$ cat config.mk
export PLATFORM = sky130hd
export DESIGN_NAME = mem_access_unit
export DESIGN_NICKNAME = d
export VERILOG_FILES = /design/src/rtl/mem_access_unit_pkg.sv /design/src/rtl/mem_lsalign.sv /design/src/rtl/mem_access_unit.sv
export SDC_FILE = /design/constraint.sdc
export NUM_CORES = 1
export LEC_CHECK = 0
export CAP_MARGIN = 40
export CORE_AREA = 2 2 160 162
export CTS_CLUSTER_DIAMETER = 60
export CTS_CLUSTER_SIZE = 8
export DETAILED_ROUTE_END_ITERATION = 6
export DIE_AREA = 0 0 162 164
export PLACE_DENSITY = 0.53
export SYNTH_ARGS = -nofsm -noshare
export SYNTH_HDL_FRONTEND = slang
export SYNTH_SLANG_ARGS = --single-unit
$ cat constraint.sdc
create_clock -name clk -period 3.3 [get_ports clk]
set_clock_uncertainty 0.2 [all_clocks]
set_input_delay 0.825 -clock clk [delete_from_list [all_inputs] [get_ports clk]]
set_output_delay 0.825 -clock clk [all_outputs]
set_load 0.01 [all_outputs]
$ cat src/rtl/mem_access_unit_pkg.sv
// mem_access_unit_pkg: shared size encodings, FSM states and mem_ctl field positions
package mem_access_unit_pkg;
   typedef enum logic [1:0] {ST_IDLE, ST_WAIT, ST_DONE, ST_DRAIN} state_e;
   localparam logic [1:0] SZ_BYTE = 2'd0;
   localparam logic [1:0] SZ_HALF = 2'd1;
   localparam logic [1:0] SZ_WORD = 2'd2;
   localparam int CTL_SIGN  = 0;
   localparam int CTL_SZ    = 1;
   localparam int CTL_ST    = 3;
   localparam int CTL_LD    = 4;
   localparam int WDEST_LSB = 0;
   function automatic logic misaligned(input logic [1:0] size, input logic [1:0] lo);
      return (size == SZ_HALF && lo[0]) || (size == SZ_WORD && lo != 2'b00);
   endfunction
endpackage

$ cat src/rtl/mem_lsalign.sv
// mem_lsalign: store strobe/data replication and load byte/half extraction with extension
module mem_lsalign
   import mem_access_unit_pkg::*;
(
   input  logic [1:0]  size,
   input  logic        sign,
   input  logic [1:0]  lo,
   input  logic [31:0] sd,
   input  logic [31:0] rdata,
   output logic [3:0]  wstrb,
   output logic [31:0] wdata,
   output logic [31:0] ld_data
);
   logic [7:0]  b;
   logic [15:0] h;
   always_comb begin
      b       = rdata[{lo, 3'b000} +: 8];
      h       = rdata[{lo[1], 4'b0000} +: 16];
      wstrb   = size == SZ_BYTE ? 4'b0001 << lo : size == SZ_HALF ? (lo[1] ? 4'b1100 : 4'b0011) : 4'b1111;
      wdata   = size == SZ_BYTE ? {4{sd[7:0]}} : size == SZ_HALF ? {2{sd[15:0]}} : sd;
      ld_data = size == SZ_BYTE ? {{24{sign & b[7]}}, b} : size == SZ_HALF ? {{16{sign & h[15]}}, h} : rdata;
   end
endmodule

$ cat src/rtl/mem_access_unit.sv
// mem_access_unit: MEM pipeline stage driving a split address/data memory handshake
module mem_access_unit
   import mem_access_unit_pkg::*;
#(
   parameter int PASS_W    = 80,
   parameter bit ALIGN_CHK = 1'b1
) (
   input  logic              clk,
   input  logic              resetn,
   input  logic              MEM_valid,
   input  logic [4:0]        mem_ctl,
   input  logic [31:0]       exe_result,
   input  logic [31:0]       store_data,
   input  logic [PASS_W-1:0] pass_in,
   input  logic              cancel,
   input  logic              MEM_allow_in,
   output logic              MEM_over,
   output logic [4:0]        MEM_wdest,
   output logic              dm_req,
   output logic              dm_wr,
   output logic [1:0]        dm_size,
   output logic [31:0]       dm_addr,
   output logic [3:0]        dm_wstrb,
   output logic [31:0]       dm_wdata,
   input  logic              dm_addr_ok,
   input  logic              dm_data_ok,
   input  logic [31:0]       dm_rdata,
   output logic [31:0]       mem_result,
   output logic              ade,
   output logic              ade_st,
   output logic [31:0]       badvaddr,
   output logic [PASS_W-1:0] pass_out
);
   state_e      state_q, state_d;
   logic [31:0] cap_q, cap_d, ld_src, ld_data, wdata;
   logic [3:0]  wstrb;
   logic [1:0]  size, lo_mask;
   logic        ld, st, sign, is_mem;

   always_comb begin
      ld       = mem_ctl[CTL_LD];
      st       = mem_ctl[CTL_ST];
      size     = mem_ctl[CTL_SZ +: 2];
      sign     = mem_ctl[CTL_SIGN];
      is_mem   = ld | st;
      lo_mask  = size == SZ_HALF ? 2'b01 : size == SZ_WORD ? 2'b11 : 2'b00;
      dm_addr  = ALIGN_CHK ? exe_result : {exe_result[31:2], exe_result[1:0] & ~lo_mask};
      ade      = ALIGN_CHK && MEM_valid && is_mem && misaligned(size, exe_result[1:0]);
      ade_st   = ade & st;
      badvaddr = ade ? exe_result : 32'd0;
      ld_src   = state_q == ST_DONE ? cap_q : dm_rdata;
   end

   mem_lsalign u_lsalign (
      .size    (size),
      .sign    (sign),
      .lo      (dm_addr[1:0]),
      .sd      (store_data),
      .rdata   (ld_src),
      .wstrb   (wstrb),
      .wdata   (wdata),
      .ld_data (ld_data)
   );

   always_comb begin
      dm_req     = resetn && state_q == ST_IDLE && MEM_valid && is_mem && !ade && !cancel;
      dm_wr      = st;
      dm_size    = size;
      dm_wstrb   = resetn && st ? wstrb : 4'b0000;
      dm_wdata   = wdata;
      MEM_over   = resetn && MEM_valid && !cancel && state_q != ST_DRAIN &&
                   (!is_mem || ade || (state_q == ST_WAIT && dm_data_ok) || state_q == ST_DONE);
      mem_result = ld ? ld_data : exe_result;
      MEM_wdest  = MEM_valid ? pass_in[WDEST_LSB +: 5] : 5'd0;
      pass_out   = pass_in;
      state_d    = state_q;
      cap_d      = cap_q;
      case (state_q)
         ST_IDLE:  state_d = dm_req && dm_addr_ok ? ST_WAIT : ST_IDLE;
         ST_WAIT: begin
            state_d = dm_data_ok ? (cancel || MEM_allow_in ? ST_IDLE : ST_DONE) : (cancel ? ST_DRAIN : ST_WAIT);
            cap_d   = dm_data_ok && !cancel && !MEM_allow_in ? dm_rdata : cap_q;
         end
         ST_DONE:  state_d = cancel || MEM_allow_in ? ST_IDLE : ST_DONE;
         default:  state_d = dm_data_ok ? ST_IDLE : ST_DRAIN;
      endcase
   end

   always_ff @(posedge clk) begin
      if (!resetn) begin
         state_q <= ST_IDLE;
         cap_q   <= 32'd0;
      end else begin
         state_q <= state_d;
         cap_q   <= cap_d;
      end
   end
endmodule

==> impl_metrics.yaml <==
status:
  status: "complete, but fails checks"
  violations: "negative setup slack"
sta:
  slew_headroom: 0.7409
  hold_violations: 0
  setup_ws_ns: -0.1409
  rsz0062_at_grt: "yes"
  period_needed_ns: 3.441
  finalMaxSlewViolations: 0
  setup_viol: 24
  tightest_slew_ns: 0.3883
  fmax_ghz: 0.2906
  setup_tns_ns: -2.264
  fin_crit_sh: 1.043
synth:
  synthFlopType: "dfxtp_1"
  synth_area_leaders: "buf_4 21%, dfxtp_1 15%, mux4_2 8.6%"
  postSynthCellCount: 562
  syn_area_mm2: 0.004438
  syn-num-nets: 750
  yosysWarnings: 0
  synthMostInstantiatedCell: "buf_4"
  seq_area_frac_synth: 0.1534
  ys_ff_latch: 34
  synthTopCellsByCount: "125 x buf_4, 83 x nand2_1, 39 x and2_1"
  synth_top_cell_by_area: "buf_4"
  synth_top_area_frac: 0.2114
  synth_edf_count: 0
  synth_cell_type_count: 39
  avgSynthCellArea_um2: 7.897
  synthArstFlopShare: 0
power_and_ir_drop:
  p_comb_frac: 0.484
  p_seq_frac: 0.228
  power_frac_clock: 0.288
  power_density_mw_per_mm2: 234.0
  peakVddDrop_mv: 0.1720
  switching_power_mw: 0.5650
  leakagePower_nw: 3.328
  internal_power_mw: 1.244
  swShare: 0.3123
die:
  die_area_mm2: 0.02657
  die_w_um: 162
  pin_count: 412
  core_region_area_mm2: 0.02482
  floorplan.rows: 58
  die_h_um: 164
  initial_core_util: 0.1788
critical_path:
  start_kind: "input port"
  crit_arrival_ns: 2.42
  path_max_fanout: 5
  critical_path_class: "input port to primary output"
  cp-end-kind: "primary output"
  required_ns: 2.27
finish:
  syn2layout_area_growth_pct: 74.23
  layoutNonFillerInstCount: 1126
  drive_above_1_share: 0.3627
  post-route-util: 0.3116
  stdcell_area_mm2: 0.007732
  nFillCells: 2630
  final_nets: 981
clocking:
  path_clk_slew_ns: 0.05
  cts-root-buf: "clkbuf_16"
  cts_tree: "built"
  cts_sinks: 34
  htreeDepth: 2
  cts_made_buffers: 5
  clk_latency_ns: 0.28
  cts_buffer_depth: 2
global_route:
  grt_pass1_vias: 4843
  grt_antenna_before_repair: 5
  grt.total_usage: 0.1657
  grt_overflow: 0
  grt_max_degree: 35
  grt_pass1_wl_um: 32590
route:
  finalWirelength_um: 23590
  drc: 0
  via_per_inst: 4.283
  dr.pass1.iters: 4
  wl_per_cell_um: 20.95
  drtAntennaViolNets: 0
  drtIter0Drc: 184
  via_count: 4823
placement:
  place_congestion: 0.8996
  io_buffers: 261
  place_area_mm2: 0.007146
  place_inst: 1084
  pre_cts_slack_ns: -0.9431
  dp_hpwl_um: 17780
job:
  max_cap_viol_count: 0
worst_hold_path:
  min_path_type: "register to register"
## metrics by stage
step                      hold slack [ns]  power, mW
after detailed placement           0.2711      1.248
after global placement             0.2620      1.246
after floorplan                    0.2490     0.8314
after CTS                          0.2786      1.790
final                              0.2771      1.809
after global routing               0.2942      1.888
## cells by family (layout without fill, tap and decap cells)
family	count (synthesis)	count (layout)	share of synthesized area
AO/OA/AOI/OAI	107	108	0.1833
XOR/XNOR	1	1	0.001974
buffers and inverters	165	396	0.2509
flip-flops	34	34	0.1534
multiplexers	71	71	0.2143
other	0	2	0
AND/OR/NAND/NOR	184	184	0.1962
## timing repair
| action | in CTS | in global routing |
|---|---|---|
| gates resized for setup | 313 | 85 |
| gates cloned | 6 | 3 |
| buffers inserted | 20 | 6 |
| setup endpoints to repair | 97 | 73 |
| hold endpoints to repair | 0 | 0 |
| hold buffers | 0 | 0 |
| pin swaps | 26 | 16 |
## area by class of cell
class	count	area [um^2]	share of cell area
inverters	3	11.26	0.001456
clock buffers	8	166.4	0.02152
diodes	2	5.005	0.0006472
well taps	330	412.9	0.05340
multi-input cells	364	2904	0.3756
flip-flops and latches	34	680.7	0.08803
repair buffers	385	3552	0.4594
## cells in the final DEF (no fill, tap or decap), drive strengths merged, types with 2 or more instances in the layout
| master | instances |
|---|---|
| a221o | 10 |
| nand2 | 83 |
| o2bb2ai | 2 |
| o21ai | 10 |
| nand2b | 6 |
| diode | 2 |
| mux2i | 32 |
| clkdlybuf4s15 | 3 |
| nor2 | 29 |
| a21o | 2 |
| dfxtp | 34 |
| nor2b | 11 |
| o32a | 13 |
| inv | 3 |
| nor3 | 7 |
| and3b | 3 |
| and2 | 39 |
| mux4 | 17 |
| a31o | 2 |
| dlymetal6s2s | 6 |
| a211oi | 4 |
| clkdlybuf4s50 | 161 |
| a21oi | 9 |
| a21boi | 33 |
| and3 | 2 |
| mux2 | 22 |
| o22ai | 17 |
| clkbuf | 18 |
| dlygate4sd2 | 21 |
| buf | 184 |
## sequential cells by signal (all words and copies together) (netlist names)
signal   cells
state_q      2
cap_q       32
## metal layers
| layer | part of all wire | global-route usage |
|---|---|---|
| met4 | 0.019 | 0.03701 |
| met2 | 0.48 | 0.2870 |
| met1 | 0.42 | 0.2032 |
| met3 | 0.076 | 0.04848 |
| met5 | 0.0011 | 0 |
## final timing paths
kind | from | to | slack [ns] | cells after the start
max | exe_result[1] | mem_result[31] | -0.14 | 9
min | cap_q[1] | cap_q[1] | 0.28 | 2
max reg2reg | state_q[0] | cap_q[7] | 1.54 | 7
min reg2reg | cap_q[1] | cap_q[1] | 0.28 | 2
## power groups by stage
stage	clock (mW)	combinational [mW]	sequential (mW)
finish	0.522	0.875	0.413
global route	0.543	0.932	0.412
CTS	0.534	0.844	0.412
detailed placement	0	0.827	0.421
global placement	0	0.825	0.421
floorplan	0	0.410	0.421
## critical path: stages
cell and delay, ns:
buf_8 0.10, or2_4 0.25, a211oi_4 0.20, a2111oi_4 0.06
and3_4 0.21, buf_12 0.13, buf_16 0.13, o32a_1 0.34
buf_2 0.15
Note: power is estimated with default switching activity, not from simulation.
